**src/rtl/rename_pkg.sv**
```systemverilog
// Shared definitions for the register-rename controller.
// Holds the default register counts, the derived index widths, the
// controller state encoding and the renamed-uop record layout.
package rename_pkg;

  localparam int NUM_ARCH_REGS_DEF = 8;
  localparam int NUM_PHYS_REGS_DEF = 16;
  localparam int AW_DEF            = $clog2(NUM_ARCH_REGS_DEF);
  localparam int PW_DEF            = $clog2(NUM_PHYS_REGS_DEF);
  localparam int CW_DEF            = $clog2(NUM_PHYS_REGS_DEF + 1);

  typedef enum logic {
    ST_EMPTY = 1'b0,
    ST_HOLD  = 1'b1
  } rename_state_e;

  typedef struct packed {
    logic              has_dest;
    logic [PW_DEF-1:0] phys_dest;
    logic              src1_valid;
    logic              src1_mapped;
    logic [PW_DEF-1:0] src1_phys;
    logic [AW_DEF-1:0] src1_arch;
    logic              src2_valid;
    logic              src2_mapped;
    logic [PW_DEF-1:0] src2_phys;
    logic [AW_DEF-1:0] src2_arch;
  } renamed_uop_t;

endpackage

```
**src/rtl/rename_free_list.sv**
```systemverilog
// Physical register free list.
// Ports:
//   clk, rst          - clock, synchronous active-high reset
//   alloc_en          - consume alloc_phys at this edge (caller guarantees free_count != 0)
//   alloc_phys        - lowest-index free register, from the pre-free bitmap
//   free_valid/phys   - return a register; freeing an already-free one sets free_err
//   free_count        - number of free registers
//   free_err          - sticky double-free flag, cleared only by reset
module free_list
  import rename_pkg::*;
#(
  parameter int NUM_PHYS_REGS = NUM_PHYS_REGS_DEF,
  localparam int PW = $clog2(NUM_PHYS_REGS),
  localparam int CW = $clog2(NUM_PHYS_REGS + 1)
) (
  input  logic          clk,
  input  logic          rst,
  input  logic          alloc_en,
  output logic [PW-1:0] alloc_phys,
  input  logic          free_valid,
  input  logic [PW-1:0] free_phys,
  output logic [CW-1:0] free_count,
  output logic          free_err
);

  logic [NUM_PHYS_REGS-1:0] bitmap_q, bitmap_d;
  logic [CW-1:0]            free_count_q, free_count_d;
  logic                     free_err_q, free_err_d;
  logic                     free_ok;

  // Scan downward so the last hit is the lowest free index.
  always_comb begin
    alloc_phys = '0;
    for (int i = NUM_PHYS_REGS - 1; i >= 0; i--) begin
      if (bitmap_q[i]) alloc_phys = PW'(i);
    end
  end

  // Double-free detection looks at the pre-allocation bitmap, so a free and
  // an allocation of the same register in one cycle counts as a double free.
  always_comb begin
    free_ok      = free_valid && !bitmap_q[free_phys];
    bitmap_d     = bitmap_q;
    if (alloc_en) bitmap_d[alloc_phys] = 1'b0;
    if (free_ok)  bitmap_d[free_phys]  = 1'b1;
    free_count_d = free_count_q - {{(CW-1){1'b0}}, alloc_en}
                                + {{(CW-1){1'b0}}, free_ok};
    free_err_d   = free_err_q | (free_valid && bitmap_q[free_phys]);
  end

  always_ff @(posedge clk) begin
    if (rst) begin
      bitmap_q     <= '1;
      free_count_q <= CW'(NUM_PHYS_REGS);
      free_err_q   <= 1'b0;
    end else begin
      bitmap_q     <= bitmap_d;
      free_count_q <= free_count_d;
      free_err_q   <= free_err_d;
    end
  end

  assign free_count = free_count_q;
  assign free_err   = free_err_q;

endmodule

```
**src/rtl/rename_ctrl.sv**
```systemverilog
// Register-rename stage: takes one decoded instruction per cycle, looks up
// its sources in an external RAT, allocates a physical destination from the
// free list, updates the RAT and presents the renamed uop one cycle later.
// Ports:
//   clk, rst                 - clock, synchronous active-high reset
//   in_*                     - decoded instruction, valid/ready handshake
//   rat_read{1,2}_*          - combinational source lookups (acceptance cycle)
//   rat_write_*              - RAT mapping update, taken at the clock edge
//   out_*                    - renamed instruction, valid/ready handshake
//   free_valid/free_phys     - registers returned by commit
//   flush                    - discard the held output, accept nothing
//   free_count, stall, free_err - free-list status
//
// state    | meaning
// ST_EMPTY | no renamed uop held, out_valid=0
// ST_HOLD  | renamed uop held on out_*, out_valid=1
module rename_ctrl
  import rename_pkg::*;
#(
  parameter int NUM_ARCH_REGS = NUM_ARCH_REGS_DEF,
  parameter int NUM_PHYS_REGS = NUM_PHYS_REGS_DEF,
  localparam int AW = $clog2(NUM_ARCH_REGS),
  localparam int PW = $clog2(NUM_PHYS_REGS),
  localparam int CW = $clog2(NUM_PHYS_REGS + 1)
) (
  input  logic          clk,
  input  logic          rst,
  input  logic          in_valid,
  output logic          in_ready,
  input  logic          in_has_dest,
  input  logic [AW-1:0] in_arch_dest,
  input  logic          in_src1_valid,
  input  logic [AW-1:0] in_arch_src1,
  input  logic          in_src2_valid,
  input  logic [AW-1:0] in_arch_src2,
  output logic          rat_read1_valid,
  output logic [AW-1:0] rat_arch_src1,
  input  logic [PW-1:0] rat_phys_src1,
  input  logic          rat_read1_found,
  output logic          rat_read2_valid,
  output logic [AW-1:0] rat_arch_src2,
  input  logic [PW-1:0] rat_phys_src2,
  input  logic          rat_read2_found,
  output logic          rat_write_valid,
  output logic [AW-1:0] rat_write_arch,
  output logic [PW-1:0] rat_write_phys,
  output logic          out_valid,
  input  logic          out_ready,
  output logic          out_has_dest,
  output logic [PW-1:0] out_phys_dest,
  output logic          out_src1_valid,
  output logic          out_src2_valid,
  output logic          out_src1_mapped,
  output logic          out_src2_mapped,
  output logic [PW-1:0] out_src1_phys,
  output logic [PW-1:0] out_src2_phys,
  output logic [AW-1:0] out_src1_arch,
  output logic [AW-1:0] out_src2_arch,
  input  logic          free_valid,
  input  logic [PW-1:0] free_phys,
  input  logic          flush,
  output logic [CW-1:0] free_count,
  output logic          stall,
  output logic          free_err
);

  rename_state_e state_q, state_d;
  logic          accept, alloc_en;
  logic [PW-1:0] alloc_phys;

  logic          has_dest_q, has_dest_d;
  logic [PW-1:0] phys_dest_q, phys_dest_d;
  logic          s1_valid_q, s1_valid_d, s2_valid_q, s2_valid_d;
  logic          s1_mapped_q, s1_mapped_d, s2_mapped_q, s2_mapped_d;
  logic [PW-1:0] s1_phys_q, s1_phys_d, s2_phys_q, s2_phys_d;
  logic [AW-1:0] s1_arch_q, s1_arch_d, s2_arch_q, s2_arch_d;

  free_list #(.NUM_PHYS_REGS(NUM_PHYS_REGS)) u_free_list (
    .clk        (clk),
    .rst        (rst),
    .alloc_en   (alloc_en),
    .alloc_phys (alloc_phys),
    .free_valid (free_valid),
    .free_phys  (free_phys),
    .free_count (free_count),
    .free_err   (free_err)
  );

  always_ff @(posedge clk) begin
    if (rst) state_q <= ST_EMPTY;
    else     state_q <= state_d;
  end

  always_comb begin
    state_d = state_q;
    if (flush)                               state_d = ST_EMPTY;
    else if (accept)                         state_d = ST_HOLD;
    else if (state_q == ST_HOLD && out_ready) state_d = ST_EMPTY;
  end

  // rst gates the handshake so nothing is accepted or written during reset.
  always_comb begin
    out_valid       = (state_q == ST_HOLD);
    in_ready        = !rst && !flush && (state_q == ST_EMPTY || out_ready)
                      && (!in_has_dest || free_count != '0);
    accept          = in_valid && in_ready;
    alloc_en        = accept && in_has_dest;
    stall           = !rst && in_valid && in_has_dest && (free_count == '0);
    rat_read1_valid = accept && in_src1_valid;
    rat_read2_valid = accept && in_src2_valid;
    rat_arch_src1   = in_arch_src1;
    rat_arch_src2   = in_arch_src2;
    rat_write_valid = alloc_en;
    rat_write_arch  = in_arch_dest;
    rat_write_phys  = alloc_phys;
  end

  // Lookups are combinational against the pre-write RAT, so a source equal
  // to the destination naturally sees the previous mapping.
  always_comb begin
    has_dest_d  = has_dest_q;
    phys_dest_d = phys_dest_q;
    s1_valid_d  = s1_valid_q;
    s1_mapped_d = s1_mapped_q;
    s1_phys_d   = s1_phys_q;
    s1_arch_d   = s1_arch_q;
    s2_valid_d  = s2_valid_q;
    s2_mapped_d = s2_mapped_q;
    s2_phys_d   = s2_phys_q;
    s2_arch_d   = s2_arch_q;
    if (accept) begin
      has_dest_d  = in_has_dest;
      phys_dest_d = in_has_dest ? alloc_phys : '0;
      s1_valid_d  = in_src1_valid;
      s1_mapped_d = in_src1_valid && rat_read1_found;
      s1_phys_d   = s1_mapped_d ? rat_phys_src1 : '0;
      s1_arch_d   = in_arch_src1;
      s2_valid_d  = in_src2_valid;
      s2_mapped_d = in_src2_valid && rat_read2_found;
      s2_phys_d   = s2_mapped_d ? rat_phys_src2 : '0;
      s2_arch_d   = in_arch_src2;
    end
  end

  always_ff @(posedge clk) begin
    if (rst) begin
      has_dest_q  <= 1'b0;
      phys_dest_q <= '0;
      s1_valid_q  <= 1'b0;
      s1_mapped_q <= 1'b0;
      s1_phys_q   <= '0;
      s1_arch_q   <= '0;
      s2_valid_q  <= 1'b0;
      s2_mapped_q <= 1'b0;
      s2_phys_q   <= '0;
      s2_arch_q   <= '0;
    end else begin
      has_dest_q  <= has_dest_d;
      phys_dest_q <= phys_dest_d;
      s1_valid_q  <= s1_valid_d;
      s1_mapped_q <= s1_mapped_d;
      s1_phys_q   <= s1_phys_d;
      s1_arch_q   <= s1_arch_d;
      s2_valid_q  <= s2_valid_d;
      s2_mapped_q <= s2_mapped_d;
      s2_phys_q   <= s2_phys_d;
      s2_arch_q   <= s2_arch_d;
    end
  end

  assign out_has_dest    = has_dest_q;
  assign out_phys_dest   = phys_dest_q;
  assign out_src1_valid  = s1_valid_q;
  assign out_src1_mapped = s1_mapped_q;
  assign out_src1_phys   = s1_phys_q;
  assign out_src1_arch   = s1_arch_q;
  assign out_src2_valid  = s2_valid_q;
  assign out_src2_mapped = s2_mapped_q;
  assign out_src2_phys   = s2_phys_q;
  assign out_src2_arch   = s2_arch_q;

endmodule
```
**config.mk**
```make
export PLATFORM = sky130hd
export DESIGN_NAME = rename_ctrl
export DESIGN_NICKNAME = d
export VERILOG_FILES = /design/src/rtl/rename_pkg.sv /design/src/rtl/rename_free_list.sv /design/src/rtl/rename_ctrl.sv
export SDC_FILE = /design/constraint.sdc
export NUM_CORES = 1
export LEC_CHECK = 0
export CORE_MARGIN = 5
export CORE_UTILIZATION = 50
export CTS_CLUSTER_SIZE = 24
export DETAILED_ROUTE_END_ITERATION = 10
export GPL_TIMING_DRIVEN = 0
export PLACE_DENSITY = 0.89
export SKIP_CTS_REPAIR_TIMING = 1
export SLEW_MARGIN = 20
export SYNTH_ARGS = -nofsm -noshare
export SYNTH_HDL_FRONTEND = slang
export SYNTH_HIERARCHICAL = 1
export SYNTH_SLANG_ARGS = --single-unit
```
**constraint.sdc**
```tcl
create_clock -name clk -period 4.64 [get_ports clk]
set_input_delay 0.928 -clock clk [delete_from_list [all_inputs] [get_ports clk]]
set_output_delay 0.928 -clock clk [all_outputs]
set_load 0.05 [all_outputs]
```
==> results.txt <==
Seq/Total Area, Yosys = 35.7%
RSZ-0062 raised after global routing = false
Data arrival, critical path = 3.57 ns
Status = complete, no violations
Chip width = 81.8 um
Worst Setup End Kind = output pin
Setup_tns = 0 ns
HPWL reported at the end of detailed placement = 5450 um
Clk root buf = clkbuf_8
Syn Inst Count = 285
Crit-path max FO = 10
DR pass1 iterations = 5
Area grow syn2layout = 34.8%
Fin crit share = 97.0%
Total GRT Usage = 22.2%
Clock Tree Buf Depth = 2
Worst IR Drop VDD = 0.193 mV
Clk_lat worst skew = 0.30 ns
Yosys reg bits = 46
GRT overflow = 0
H-tree depth = 2
Vias in the first global route = 2305
Core Region = 5040 sq um
Ratio of cells with drive above 1 in the final layout = 17.0%
Starting DRT DRC Count = 203
Worst Hold Slack = 0.474 ns
Multi-input logic area = 1430 sq um
EDFF count, synth = 0
Layout filler cell count = 409
Antenna violations before repair = 0
Syn_nets = 323
Final Max Tran Viols = 0
# clock sinks = 46
Max_slew headroom = 63.6%
Post-route ant nets = 0
RePlAce Congestion = 0.966
Synth unique cells = 61
Leakage = 1.30 nW
Final hold violation count = 0
Max cap viols = 0
Final setup viols = 0
WP data required = 3.71 ns
Port bufs = 72
Routed via count = 2477
Fmax = 222 MHz
Initial core utilization = 51.1%
Area contributors post-synth = dfxtp_1 (36%), nand2_1 (3.6%), nor2_1 (3.2%), a21oi_1 (3.1%), mux2i_1 (3.1%)
Pin count of the biggest net entering global routing = 16
Clk pin slew, worst setup/hold paths = 0.09 ns
DR WL/cell = 16.5 um
PwrDens = 279 nW/um^2
Die height = 81.8 um
Drt drc = 0
Post-Syn Area = 2580 sq um
CTS tree = yes
Io pins = 80
Yosys warning count = 6
Ant. Diodes = 0
Drt total wl = 7160 um
Syn avg cell area = 9.05 sq um
Reg area = 921 sq um
Post-layout util = 69.0%
Nets = 402
Num rows = 26
Worst-Margin Slew = 0.544 ns
Crit Path Class = input pin to output pin
Via density = 5.69
First-pass GRT wire length = 11600 um
Clk_skew = 0.00701 ns
FFs w/ async S/R, synth = 0%
CP Launch Type = input pin
Tmin final = 4.50 ns
Yosys top cell area share = 35.7%
Synth area leader = dfxtp_1
HP Class = register to register
CTS Buf Count = 5
Area of the die = 6690 sq um
Top FF cell, synth = dfxtp_1
Worst R2R Setup Slack = 1.37 ns
[synth_stat cells, types with 2 or more instances]
cell       n
nand2b_1   7
and4_2     6
nor2b_1    4
a21oi_1   16
a211o_1    4
ha_1       5
o21ai_0    7
dfxtp_1   46
nand2_1   25
and3_4     3
or2b_2     2
buf_4      9
a21boi_0   2
a21o_1     3
inv_1     14
nor4_1     5
buf_6      4
o31ai_1    8
or2_2      3
mux4_2     3
nand3_1    9
and3_1     4
nor3_1     8
mux2_2     3
a31oi_1    5
a31o_2     6
nor2_1    22
clkbuf_1   8
mux2i_1    8
xor2_1     3
a31o_1     3
[routing by layer]
| layer | up-vias | part of all wire, % | track usage [%] |
|---|---|---|---|
| met5 | - | 0 | 0 |
| met4 | 0 | 2.9 | 6.98 |
| met3 | 18 | 5.3 | 3.40 |
| met2 | 89 | 50 | 36.7 |
| met1 | 1178 | 41 | 29.8 |
| li1 | 1192 | - | - |
[cell type report]
type                       instances  area share (%)
sequential                        46            26.5
buffer                            23            4.64
multi-input combinational        200            41.2
clock buffer                       5            1.98
inverter                          16            1.80
timing repair buffer              72            20.7
tap                               70            2.52
clock inverter                     3           0.612
[registers in the layout (all words and copies together), names as in the netlist]
name and count:
out_src1_valid 1, out_src2_valid 1, out_src2_mapped 1, out_valid 1, u_free_list/free_count 5, out_src1_phys 4
u_free_list/bitmap_q 16, out_src1_arch 3, out_phys_dest 4, out_has_dest 1, out_src1_mapped 1, u_free_list/free_err 1
out_src2_phys 4, out_src2_arch 3
[through the flow]
step                power [W]  setup slack [ns]  cells  instance area, sq um
detailed placement   0.000729             0.138    427                  3390
global route          0.00102            0.0592    435                  3480
CTS                  0.000973             0.131    435                  3480
floorplan            0.000632             0.975    285                  2580
finish               0.000970             0.139    435                  3480
global placement     0.000721             0.188    427                  3390
[where the power goes]
| part | internal [W] | switching (W) | total [W] |
|---|---|---|---|
| combinational | 0.000119 | 0.000175 | 0.000294 |
| sequential | 0.000412 | 0.0000157 | 0.000428 |
| clock | 0.000106 | 0.000143 | 0.000249 |
[placed cells by master (no fill, tap or decap), types with 9 or more instances in the layout]
cell type	n
buf_4	9
dfxtp_1	46
nor2_1	22
nand2_1	25
a21oi_1	16
inv_1	14
clkdlybuf4s50_1	72
nand3_1	9
[worst max-delay path, cell delays in order]
cell and delay [ns]:
clkdlybuf4s50_1 0.62, or4b_4 0.53, o211ai_4 0.30, inv_4 0.09, buf_6 0.15, and3_4 0.23, clkdlybuf4s50_1 0.71
[worst paths after layout]
check / from / cells past startpoint / end
setup / recovery: in_has_dest / 7 / rat_write_valid
hold / removal: out_phys_dest[0] / 2 / out_phys_dest[0]
setup reg to reg: u_free_list/free_count[1] / 15 / u_free_list/free_count[4]
hold reg to reg: out_phys_dest[0] / 2 / out_phys_dest[0]
[cell families after synthesis]
logic type / count (synthesis) / share of synthesized area [%]
xor+xnor: 4 / 1.36
fa+ha+maj: 6 / 3.20
compound gates: 65 / 18.4
mux: 15 / 8.05
buf+inv: 39 / 8.68
flops: 46 / 35.7
simple gates: 110 / 24.6
(Power assumes the default switching activity.)
